--- src/rtl/ps2_pkg.sv ---
// Shared constants for the PS/2 host-to-device transmitter: FSM state codes,
// filter and frame sizes, default timing, and the frame-building helper.
package ps2_pkg;

    localparam int FILTER_LEN         = 8;
    localparam int FRAME_BITS         = 9;
    localparam int INHIBIT_CYCLES_DEF = 6000;
    localparam int TIMEOUT_CYCLES_DEF = 1000000;

    localparam logic [2:0] ST_IDLE  = 3'd0;
    localparam logic [2:0] ST_RTS   = 3'd1;
    localparam logic [2:0] ST_START = 3'd2;
    localparam logic [2:0] ST_DATA  = 3'd3;
    localparam logic [2:0] ST_STOP  = 3'd4;
    localparam logic [2:0] ST_ACK   = 3'd5;
    localparam logic [2:0] ST_DONE  = 3'd6;

    typedef enum logic [2:0] {
        S_IDLE  = 3'd0,
        S_RTS   = 3'd1,
        S_START = 3'd2,
        S_DATA  = 3'd3,
        S_STOP  = 3'd4,
        S_ACK   = 3'd5,
        S_DONE  = 3'd6
    } ps2_state_e;

    // Data byte with its odd-parity bit on top, shifted out LSB first.
    function automatic logic [FRAME_BITS-1:0] make_frame(input logic [7:0] data);
        return {~^data, data};
    endfunction

endpackage

--- src/rtl/ps2_tx_if.sv ---
// Host-side command handshake of the PS/2 transmitter: the host issues
// wr_ps2/din, the transmitter reports idle, completion and error.
interface ps2_tx_if;
    logic       wr_ps2;
    logic [7:0] din;
    logic       tx_idle;
    logic       tx_done_tick;
    logic       tx_err;

    modport master (output wr_ps2, din, input tx_idle, tx_done_tick, tx_err);
    modport slave  (input wr_ps2, din, output tx_idle, tx_done_tick, tx_err);
endinterface

--- src/rtl/ps2_clk_filter.sv ---
// Debounces the PS/2 clock pin with an 8-sample window and produces a
// one-cycle tick on every filtered falling edge.
module ps2_clk_filter
    import ps2_pkg::*;
(
    input  logic clk,
    input  logic reset,
    input  logic ps2c_in,
    output logic clk_filt,
    output logic fall_edge
);

    logic [FILTER_LEN-1:0] filt_r;
    logic [FILTER_LEN-1:0] filt_next_s;
    logic                  level_r;
    logic                  level_next_s;
    logic                  fall_r;

    // Next sample window and hysteretic filtered level
    always_comb begin
        filt_next_s = {filt_r[FILTER_LEN-2:0], ps2c_in};
        if (&filt_next_s) begin
            level_next_s = 1'b1;
        end else if (~|filt_next_s) begin
            level_next_s = 1'b0;
        end else begin
            level_next_s = level_r;
        end
    end

    // Filter window, filtered level and falling-edge tick registers
    always_ff @(posedge clk) begin
        if (reset) begin
            filt_r  <= {FILTER_LEN{1'b1}};
            level_r <= 1'b1;
            fall_r  <= 1'b0;
        end else begin
            filt_r  <= filt_next_s;
            level_r <= level_next_s;
            fall_r  <= level_r & ~level_next_s;
        end
    end

    assign clk_filt  = level_r;
    assign fall_edge = fall_r;

endmodule

--- src/rtl/ps2_tx.sv ---
// PS/2 host-to-device command transmitter. Define PS2_TX_TIMEOUT_EN to add a
// watchdog that aborts a transfer when the device stops clocking.
module ps2_tx
    import ps2_pkg::*;
#(
    parameter int INHIBIT_CYCLES = INHIBIT_CYCLES_DEF,
    parameter int TIMEOUT_CYCLES = TIMEOUT_CYCLES_DEF
) (
    input  logic     clk,
    input  logic     reset,
    ps2_tx_if.slave  host,
    input  logic     ps2c_in,
    input  logic     ps2d_in,
    output logic     ps2c_oe,
    output logic     ps2d_oe
);

    localparam int RTS_W = $clog2(INHIBIT_CYCLES + 1);
    localparam int IDX_W = $clog2(FRAME_BITS + 1);

    logic [2:0]            state_r,   state_n_s;
    logic [FRAME_BITS-1:0] shift_r,   shift_n_s;
    logic [IDX_W-1:0]      idx_r,     idx_n_s;
    logic [RTS_W-1:0]      rts_cnt_r, rts_cnt_n_s;
    logic                  err_r,     err_n_s;
    logic                  done_s;
    logic                  clk_filt_s, fall_s;
    logic                  ps2c_oe_r, ps2d_oe_r;
    logic                  tx_idle_r, tx_done_tick_r, tx_err_r;
    logic                  wd_expire_s;

    ps2_clk_filter u_filter (
        .clk       (clk),
        .reset     (reset),
        .ps2c_in   (ps2c_in),
        .clk_filt  (clk_filt_s),
        .fall_edge (fall_s)
    );

`ifdef PS2_TX_TIMEOUT_EN
    localparam int WD_W = $clog2(TIMEOUT_CYCLES + 1);
    logic [WD_W-1:0] wd_cnt_r;
    logic            wd_active_s;

    assign wd_active_s = (state_r == ST_START) || (state_r == ST_DATA) ||
                         (state_r == ST_STOP)  || (state_r == ST_ACK);
    assign wd_expire_s = wd_active_s && !fall_s &&
                         (wd_cnt_r == WD_W'(TIMEOUT_CYCLES - 1));

    // Cycles since the last device clock edge while the device owns the clock
    always_ff @(posedge clk) begin
        if (reset || !wd_active_s || fall_s) begin
            wd_cnt_r <= '0;
        end else begin
            wd_cnt_r <= wd_cnt_r + WD_W'(1);
        end
    end
`else
    assign wd_expire_s = 1'b0;
`endif

    // Next-state logic; a watchdog expiry overrides the frame sequencing
    always_comb begin
        state_n_s   = state_r;
        shift_n_s   = shift_r;
        idx_n_s     = idx_r;
        rts_cnt_n_s = rts_cnt_r;
        err_n_s     = err_r;
        done_s      = 1'b0;
        if (wd_expire_s) begin
            state_n_s = ST_DONE;
            err_n_s   = 1'b1;
        end else begin
            case (state_r)
                ST_IDLE: begin
                    // tx_idle_r is low on the done-tick cycle, so requests there are dropped
                    if (host.wr_ps2 && tx_idle_r) begin
                        state_n_s   = ST_RTS;
                        shift_n_s   = make_frame(host.din);
                        idx_n_s     = '0;
                        rts_cnt_n_s = '0;
                        err_n_s     = 1'b0;
                    end else begin
                        state_n_s = ST_IDLE;
                    end
                end
                ST_RTS: begin
                    if (rts_cnt_r == RTS_W'(INHIBIT_CYCLES - 1)) begin
                        state_n_s = ST_START;
                    end else begin
                        rts_cnt_n_s = rts_cnt_r + RTS_W'(1);
                    end
                end
                ST_START: begin
                    if (fall_s) begin
                        state_n_s = ST_DATA;
                        idx_n_s   = '0;
                    end else begin
                        state_n_s = ST_START;
                    end
                end
                ST_DATA: begin
                    if (fall_s) begin
                        shift_n_s = {1'b0, shift_r[FRAME_BITS-1:1]};
                        if (idx_r == IDX_W'(FRAME_BITS - 1)) begin
                            state_n_s = ST_STOP;
                        end else begin
                            idx_n_s = idx_r + IDX_W'(1);
                        end
                    end else begin
                        state_n_s = ST_DATA;
                    end
                end
                ST_STOP: begin
                    if (fall_s) begin
                        state_n_s = ST_ACK;
                    end else begin
                        state_n_s = ST_STOP;
                    end
                end
                ST_ACK: begin
                    if (fall_s) begin
                        err_n_s   = ps2d_in;
                        state_n_s = ST_DONE;
                    end else begin
                        state_n_s = ST_ACK;
                    end
                end
                ST_DONE: begin
                    if (clk_filt_s && ps2d_in) begin
                        done_s    = 1'b1;
                        state_n_s = ST_IDLE;
                    end else begin
                        state_n_s = ST_DONE;
                    end
                end
                default: begin
                    state_n_s = ST_IDLE;
                end
            endcase
        end
    end

    // State, datapath and registered outputs (outputs follow the next state)
    always_ff @(posedge clk) begin
        if (reset) begin
            state_r        <= ST_IDLE;
            shift_r        <= '0;
            idx_r          <= '0;
            rts_cnt_r      <= '0;
            err_r          <= 1'b0;
            ps2c_oe_r      <= 1'b0;
            ps2d_oe_r      <= 1'b0;
            tx_idle_r      <= 1'b1;
            tx_done_tick_r <= 1'b0;
            tx_err_r       <= 1'b0;
        end else begin
            state_r        <= state_n_s;
            shift_r        <= shift_n_s;
            idx_r          <= idx_n_s;
            rts_cnt_r      <= rts_cnt_n_s;
            err_r          <= err_n_s;
            ps2c_oe_r      <= (state_n_s == ST_RTS);
            ps2d_oe_r      <= (state_n_s == ST_START) ||
                              ((state_n_s == ST_DATA) && !shift_n_s[0]);
            tx_idle_r      <= (state_n_s == ST_IDLE) && !done_s;
            tx_done_tick_r <= done_s;
            tx_err_r       <= done_s ? err_n_s : tx_err_r;
        end
    end

    assign ps2c_oe           = ps2c_oe_r;
    assign ps2d_oe           = ps2d_oe_r;
    assign host.tx_idle      = tx_idle_r;
    assign host.tx_done_tick = tx_done_tick_r;
    assign host.tx_err       = tx_err_r;

endmodule

--- src/flat_wrapper.sv ---
// flat-port wrapper written by rule: the top's interface ports become plain ports
module ps2_tx_flat import ps2_pkg::*;
#(
    parameter int INHIBIT_CYCLES = INHIBIT_CYCLES_DEF,
    parameter int TIMEOUT_CYCLES = TIMEOUT_CYCLES_DEF
)
  (clk, reset, ps2c_in, ps2d_in, ps2c_oe, ps2d_oe, host_wr_ps2, host_din, host_tx_idle, host_tx_done_tick, host_tx_err);
  ps2_tx_if host_i ();
  input  logic clk;
  input  logic reset;
  input  logic ps2c_in;
  input  logic ps2d_in;
  output logic ps2c_oe;
  output logic ps2d_oe;
  input wire logic [$bits(host_i.wr_ps2)-1:0] host_wr_ps2;
  input wire logic [$bits(host_i.din)-1:0] host_din;
  output wire logic [$bits(host_i.tx_idle)-1:0] host_tx_idle;
  output wire logic [$bits(host_i.tx_done_tick)-1:0] host_tx_done_tick;
  output wire logic [$bits(host_i.tx_err)-1:0] host_tx_err;
  assign host_i.wr_ps2 = host_wr_ps2;
  assign host_i.din = host_din;
  assign host_tx_idle = host_i.tx_idle;
  assign host_tx_done_tick = host_i.tx_done_tick;
  assign host_tx_err = host_i.tx_err;
  ps2_tx #(.INHIBIT_CYCLES(INHIBIT_CYCLES), .TIMEOUT_CYCLES(TIMEOUT_CYCLES)) u_core (.clk(clk), .reset(reset), .host(host_i), .ps2c_in(ps2c_in), .ps2d_in(ps2d_in), .ps2c_oe(ps2c_oe), .ps2d_oe(ps2d_oe));
endmodule
--- config.mk ---
export PLATFORM = sky130hd
export DESIGN_NAME = ps2_tx_flat
export DESIGN_NICKNAME = d
export VERILOG_FILES = /design/src/rtl/ps2_pkg.sv /design/src/rtl/ps2_tx_if.sv /design/src/rtl/ps2_clk_filter.sv /design/src/rtl/ps2_tx.sv /design/src/flat_wrapper.sv
export SDC_FILE = /design/constraint.sdc
export NUM_CORES = 1
export LEC_CHECK = 0
export ABC_AREA = 1
export CORE_MARGIN = 3
export CORE_UTILIZATION = 35
export DETAILED_ROUTE_END_ITERATION = 10
export GPL_TIMING_DRIVEN = 0
export PLACE_DENSITY = 0.48
export SLEW_MARGIN = 0
export SYNTH_ARGS = -nofsm -noshare
export SYNTH_HDL_FRONTEND = slang
export SYNTH_SLANG_ARGS = --single-unit
--- constraint.sdc ---
create_clock -name clk -period 2 [get_ports clk]
set_input_delay 0.4 -clock clk [delete_from_list [all_inputs] [get_ports clk]]
set_output_delay 0.4 -clock clk [all_outputs]
set_load 0.02 [all_outputs]
[After elaboration in Yosys (flattened, before gate mapping)]
Cells that the tools add are included.
Word-level totals
  bits in read-only memories: 0
  bits in writable memories: 0
  register bits: 44
  latch bits: 0
  bits of input ports: 13
  memories: 0
  logic and storage cells: 79
  output and inout port bits: 5
Cells by class
  add/subtract/negate cells: 2
  equality and inequality tests: 16
  shift operators: 0
  reductions and logical operators: 18
  mux-type cells: 27
  $mul: 0
  magnitude comparators: 0
  bitwise gates (word level): 2
  divide/modulo/power cells: 0
Operators with widths (number)
  13-bit 2-to-1 mux: 2
  13-bit case mux with 2 select lines: 1
  3-bit case mux with 7 select lines: 1
  9-bit 2-to-1 mux: 2
  9-bit case mux with 2 select lines: 1
  4-bit 2-to-1 mux: 4
  13-bit by 1-bit adder with 13-bit output, second input constant: 1
  13-bit == test, second input constant: 1
  3-bit by 2-bit == test with 1-bit output, second input constant: 4
  3-bit 2-to-1 mux: 4
  4-bit case mux with 3 select lines: 1
  3-bit == test, second input constant: 3
  1-bit 2-to-1 mux: 9
  2-bit != test, second input constant: 4
  8-bit AND reduction: 1
  8-bit OR reduction: 1
  8-bit XNOR reduction: 1
  3-bit by 1-bit == test with 1-bit output, second input constant: 2
  3-bit logical NOT: 2
  3-bit AND reduction: 2
  5-bit AND reduction: 1
  4-bit by 1-bit adder with 4-bit output, second input constant: 1
  4-bit == test, second input constant: 1
  1-bit logical AND: 4
  other kinds (9): 11

[Logic depth before layout (Yosys ltp)]
  depth after elaboration: 7
  mapped depth: 12
  mapped depth without buffers: 12

[By module]
From an unflattened synthesis, not the netlist that was laid out.
Second synthesis, totals
  cell total of the unflattened synthesis: 337
  area total of the unflattened synthesis: 2298.5 µm²
Modules (own cells, without submodules)
  ps2_tx: times used 1, area each 1998.2 µm², cells an instance 302
  ps2_clk_filter: times used 1, area each 300.3 µm², cells an instance 35

[Worst setup path before layout]
OpenSTA, ideal clock, no wires.
  kind: flip-flop to flip-flop
  start point: register u_core.rts_cnt_r[0]
  end point: register u_core.rts_cnt_r[1]
  setup time: 0.117 ns
  path buffers: 1
  setup slack: 0.474 ns
  stages on the path, launching flop included: 10
  required time: 1.883 ns
  arrival time: 1.409 ns
  cells stage by stage: dfxtp_1 > ha_1 > nand3_1 > nor2_1 > nand3_1 > nand2_2 > nand2_4 > buf_8 > o21ai_0 > nor2_1
Between the ends
  longest elaborated chain between the ends: 3
RTL lines
  start: declaration: RTL line ps2_tx.sv:24  | logic [RTS_W-1:0] rts_cnt_r, rts_cnt_n_s;
  start signal: assignment: RTL line ps2_tx.sv:161  | rts_cnt_r <= rts_cnt_n_s;
  13-bit by 1-bit adder with 13-bit output / 13-bit == test (equally long branches): RTL line ps2_tx.sv:91, ps2_tx.sv:88
  13-bit 2-to-1 mux / 2-bit != test (equally long branches)
  13-bit case mux with 2 select lines / 3-bit AND reduction (equally long branches)
Several ways; a longest one is shown, not always the timed one. The select of a mux whose other input is x is not followed.
A chain may end at the register's enable or synchronous reset.

[Worst setup path after layout]
  start point: register u_core.rts_cnt_r[0]
  end point: register u_core.rts_cnt_r[10]
The elaborated chain is that of the path after synthesis.

==> metrics.md <==
| Metric | Value |
|---|---|
| Boundary Pins | 18 |
| Number of distinct library cells after synthesis | 26 |
| Total Neg Setup Slack | 0 ns |
| Hold Path Class | flip-flop to flip-flop |
| Post-route minimum period | 1.79 ns |
| Part of the Yosys area used for sequential elements | 38.4% |
| Number of buffer cells added on primary ports | 17 |
| Area Overhead vs Synth | 17.0% |
| DRC violation count after routing | 0 |
| Clock tree from TritonCTS | built |
| HPWL after detailed placement | 3.83 mm |
| Final Max Tran Viols | 0 |
| Die ar. | 7560 um^2 |
| Flops & latches, synth | 44 |
| First-pass iteration count of the detailed router | 4 |
| Post-route clock skew | 0.00863 ns |
| Highest attainable clock frequency | 558 MHz |
| Area of the core region | 6130 um^2 |
| Syn Nets | 360 |
| Overall Global Routing Usage | 14.8% |
| Syn Area/Cell | 6.67 um^2 |
| Total setup violations reported at the end of the flow | 0 |
| Detailed Route Iter0 Violations | 163 |
| Die width | 87.0 um |
| Number of cells produced by synthesis | 344 |
| # nets final | 384 |
| Row Count | 28 |
| Post-cts hold buffer count | 0 |
| Mapped cell area | 2290 um^2 |
| Number of cells on the worst hold path | 2 |
| Number of antenna violations at the first check in global routing | 0 |
| Maximum number of pins on one net before global-route repair | 15 |
| Sum of routed wire length over all layers | 5.09 mm |
| Category of the most critical setup path | flip-flop to flip-flop |
| Data required time of the worst path | 2.18 ns |
| Actual slew at the worst max-slew pin | 0.594 ns |
| Buffer levels on the longest clock path | 2 |
| Clock sinks | 44 |
| Worst reg2reg path endpoint | u_core.rts_cnt_r[10] |
| Worst Reg-to-Reg Cells | 10 |
| Buffers inserted by post-CTS timing repair | 0 |
| Data arrival time of the critical path | 1.97 ns |
| Routed via count divided by cell count | 4.75 |
| Maximum capacitance violations | 0 |
| Fin cells | 444 |
| Layout filler cell count | 653 |
| Pwr dens | 727 nW/um^2 |
| Global-route wire length before repair | 8.87 mm |
| Overflow after GRT | 0 |
| End of the critical path | u_core.rts_cnt_r[10] |
| Root buf cell | sky130_fd_sc_hd__clkbuf_8 |
| Mean routed wirelength per cell | 11.5 um |
| Design Area, Final | 2690 um^2 |
| Launch point of the critical path | u_core.rts_cnt_r[0] |
| Deepest level of the CTS H-tree | 2 |
| Number of buffers created by CTS | 5 |
| Proportion of layout cells with a drive suffix above 1 | 6.78% |
| Vias in the first global route | 1953 |
| Power after layout | 1.95 mW |
| Number of hold violations in the final report | 0 |
| Outcome | completed |
| Yosys warns | 0 |
| Final Cycle Share | 89.6% |
| Remaining max-slew budget at the tightest pin | 60.4% |
| Count of vias placed by the detailed router | 2108 |
| Worst-case register-to-register setup slack | 0.21 ns |
| Post-route ant nets | 0 |
| Unrepaired setup endpoints after global routing | no |
| Count of placed standard cells including taps | 436 |
| DIE HEIGHT | 87.0 um |
| Maximum resistive drop on vdd | 0.321 mV |
| Area post-placement | 2560 um^2 |
| Clock network latency to the later pin of the worst-skew pair | 0.31 ns |
| Reported leakage power | 1.16 nW |
| Type of origin of the critical path | flip-flop |
| ANT cells | 0 |
| Clk slew on worst S/H paths | 0.09 ns |
| WHS | 0.436 ns |
| Critical path peak fanout | 9 |
| Initial Utilization | 37.4% |
| Final GP Congestion | 0.792 |
| Reg-to-reg startpoint | u_core.rts_cnt_r[0] |
| Crit end category | flip-flop |
cell type report:
cell class	instances	area (um^2)	area share (%)
Buffer	5	33.8	1.26
Clock buffer	6	82.6	3.08
Clock inverter	2	38.8	1.44
Inverter	49	184	6.85
Multi-Input combinational cell	246	1200	44.7
Sequential cell	44	881	32.8
Tap cell	75	93.8	3.49
Timing Repair Buffer	17	170	6.34
worst min path at each step:
stage,startpoint,to,slack (ns)
finish,u_core.u_filter.filt_r[2],u_core.u_filter.filt_r[3],0.44
global placement,u_core.u_filter.filt_r[2],u_core.u_filter.filt_r[3],0.41
detailed placement,u_core.u_filter.filt_r[2],u_core.u_filter.filt_r[3],0.42
CTS,u_core.u_filter.filt_r[2],u_core.u_filter.filt_r[3],0.44
floorplan,u_core.u_filter.filt_r[1],u_core.u_filter.filt_r[2],0.40
global route,u_core.u_filter.filt_r[2],u_core.u_filter.filt_r[3],0.46
sequential cells by signal (all words and copies together), names as in the netlist:
| register | count |
|---|---|
| u_core.err_r | 1 |
| u_core.idx_r | 4 |
| u_core.host.tx_err | 1 |
| u_core.u_filter.fall_edge | 1 |
| u_core.host.tx_done_tick | 1 |
| u_core.ps2d_oe | 1 |
| u_core.u_filter.filt_r | 7 |
| u_core.rts_cnt_r | 13 |
| u_core.ps2c_oe | 1 |
| u_core.host.tx_idle | 1 |
| u_core.shift_r | 9 |
| u_core.u_filter.clk_filt | 1 |
| u_core.state_r | 3 |
synthesized netlist by cell type, drive strengths merged:
library cell / number / area [um^2]
buf: 3 / 26.3
a31oi: 8 / 50.1
nor4: 2 / 12.5
nor2: 42 / 173
nor3: 6 / 41.3
a21oi: 19 / 95.1
nand3b: 1 / 7.51
clkbuf: 2 / 7.51
nand2: 105 / 412
o21ai: 8 / 43.8
inv: 49 / 184
dfxtp: 44 / 881
ha: 3 / 37.5
nand4: 9 / 56.3
xnor2: 4 / 35.0
xor2: 6 / 52.6
nand3: 33 / 180
worst max-delay path: stages, from the launching register on:
cell and delay, ns:
sky130_fd_sc_hd__dfxtp_1 0.41, sky130_fd_sc_hd__ha_2 0.25, sky130_fd_sc_hd__nand3_1 0.15, sky130_fd_sc_hd__nor2_2 0.16, sky130_fd_sc_hd__nand3_1 0.10, sky130_fd_sc_hd__nand2_2 0.12
sky130_fd_sc_hd__nand2_4 0.11, sky130_fd_sc_hd__inv_2 0.16, sky130_fd_sc_hd__nor2_1 0.06, sky130_fd_sc_hd__nor2_1 0.11, sky130_fd_sc_hd__nor2_1 0.05
layer usage:
| layer | part of all wire [%] | global-route usage, % | wire length [um] |
|---|---|---|---|
| met3 | 4.5 | 3.22 | 228 |
| met2 | 43 | 23.0 | 2170 |
| met5 | 0 | 0 | 0 |
| met4 | 1.3 | 5.10 | 68 |
| met1 | 52 | 20.3 | 2620 |
kinds of logic after synthesis:
kind of cell	synth area share (%)
compound gates	8.23
xor+xnor	3.82
fa+ha+maj	1.64
buf+inv	9.49
flops	38.4
simple gates	38.4
per-stage QoR:
step           setup WS [ns]  utilization [%]
3_3_place_gp           0.138             41.7
2_1_floorplan          0.474                -
3_5_place_dp           0.144             41.7
5_1_grt               0.0123             43.8
6_report               0.209             43.8
4_1_cts                0.147             43.7
timing repair:
action                     in CTS  in global routing
resized for setup               0                  2
hold endpoints to repair        0                  0
setup endpoints to repair       0                  4
cell usage in the layout, fill, tap and decap left out, types with 6 or more instances in the layout:
master	Yosys	routed
sky130_fd_sc_hd__nand2_1	102	102
sky130_fd_sc_hd__inv_1	46	46
sky130_fd_sc_hd__dfxtp_1	44	44
sky130_fd_sc_hd__nor2_1	40	39
sky130_fd_sc_hd__nand3_1	30	30
sky130_fd_sc_hd__a21oi_1	19	19
sky130_fd_sc_hd__clkdlybuf4s50_1	0	17
sky130_fd_sc_hd__nand4_1	9	9
sky130_fd_sc_hd__a31oi_1	8	8
sky130_fd_sc_hd__o21ai_0	7	7
sky130_fd_sc_hd__xor2_1	6	6
sky130_fd_sc_hd__clkbuf_8	0	6
where the power goes:
part | total, mW | switching (mW) | internal (mW)
Combinational | 0.283 | 0.176 | 0.106
Clock | 0.740 | 0.331 | 0.409
Sequential | 0.928 | 0.0195 | 0.909
(Power assumes the default switching activity.)
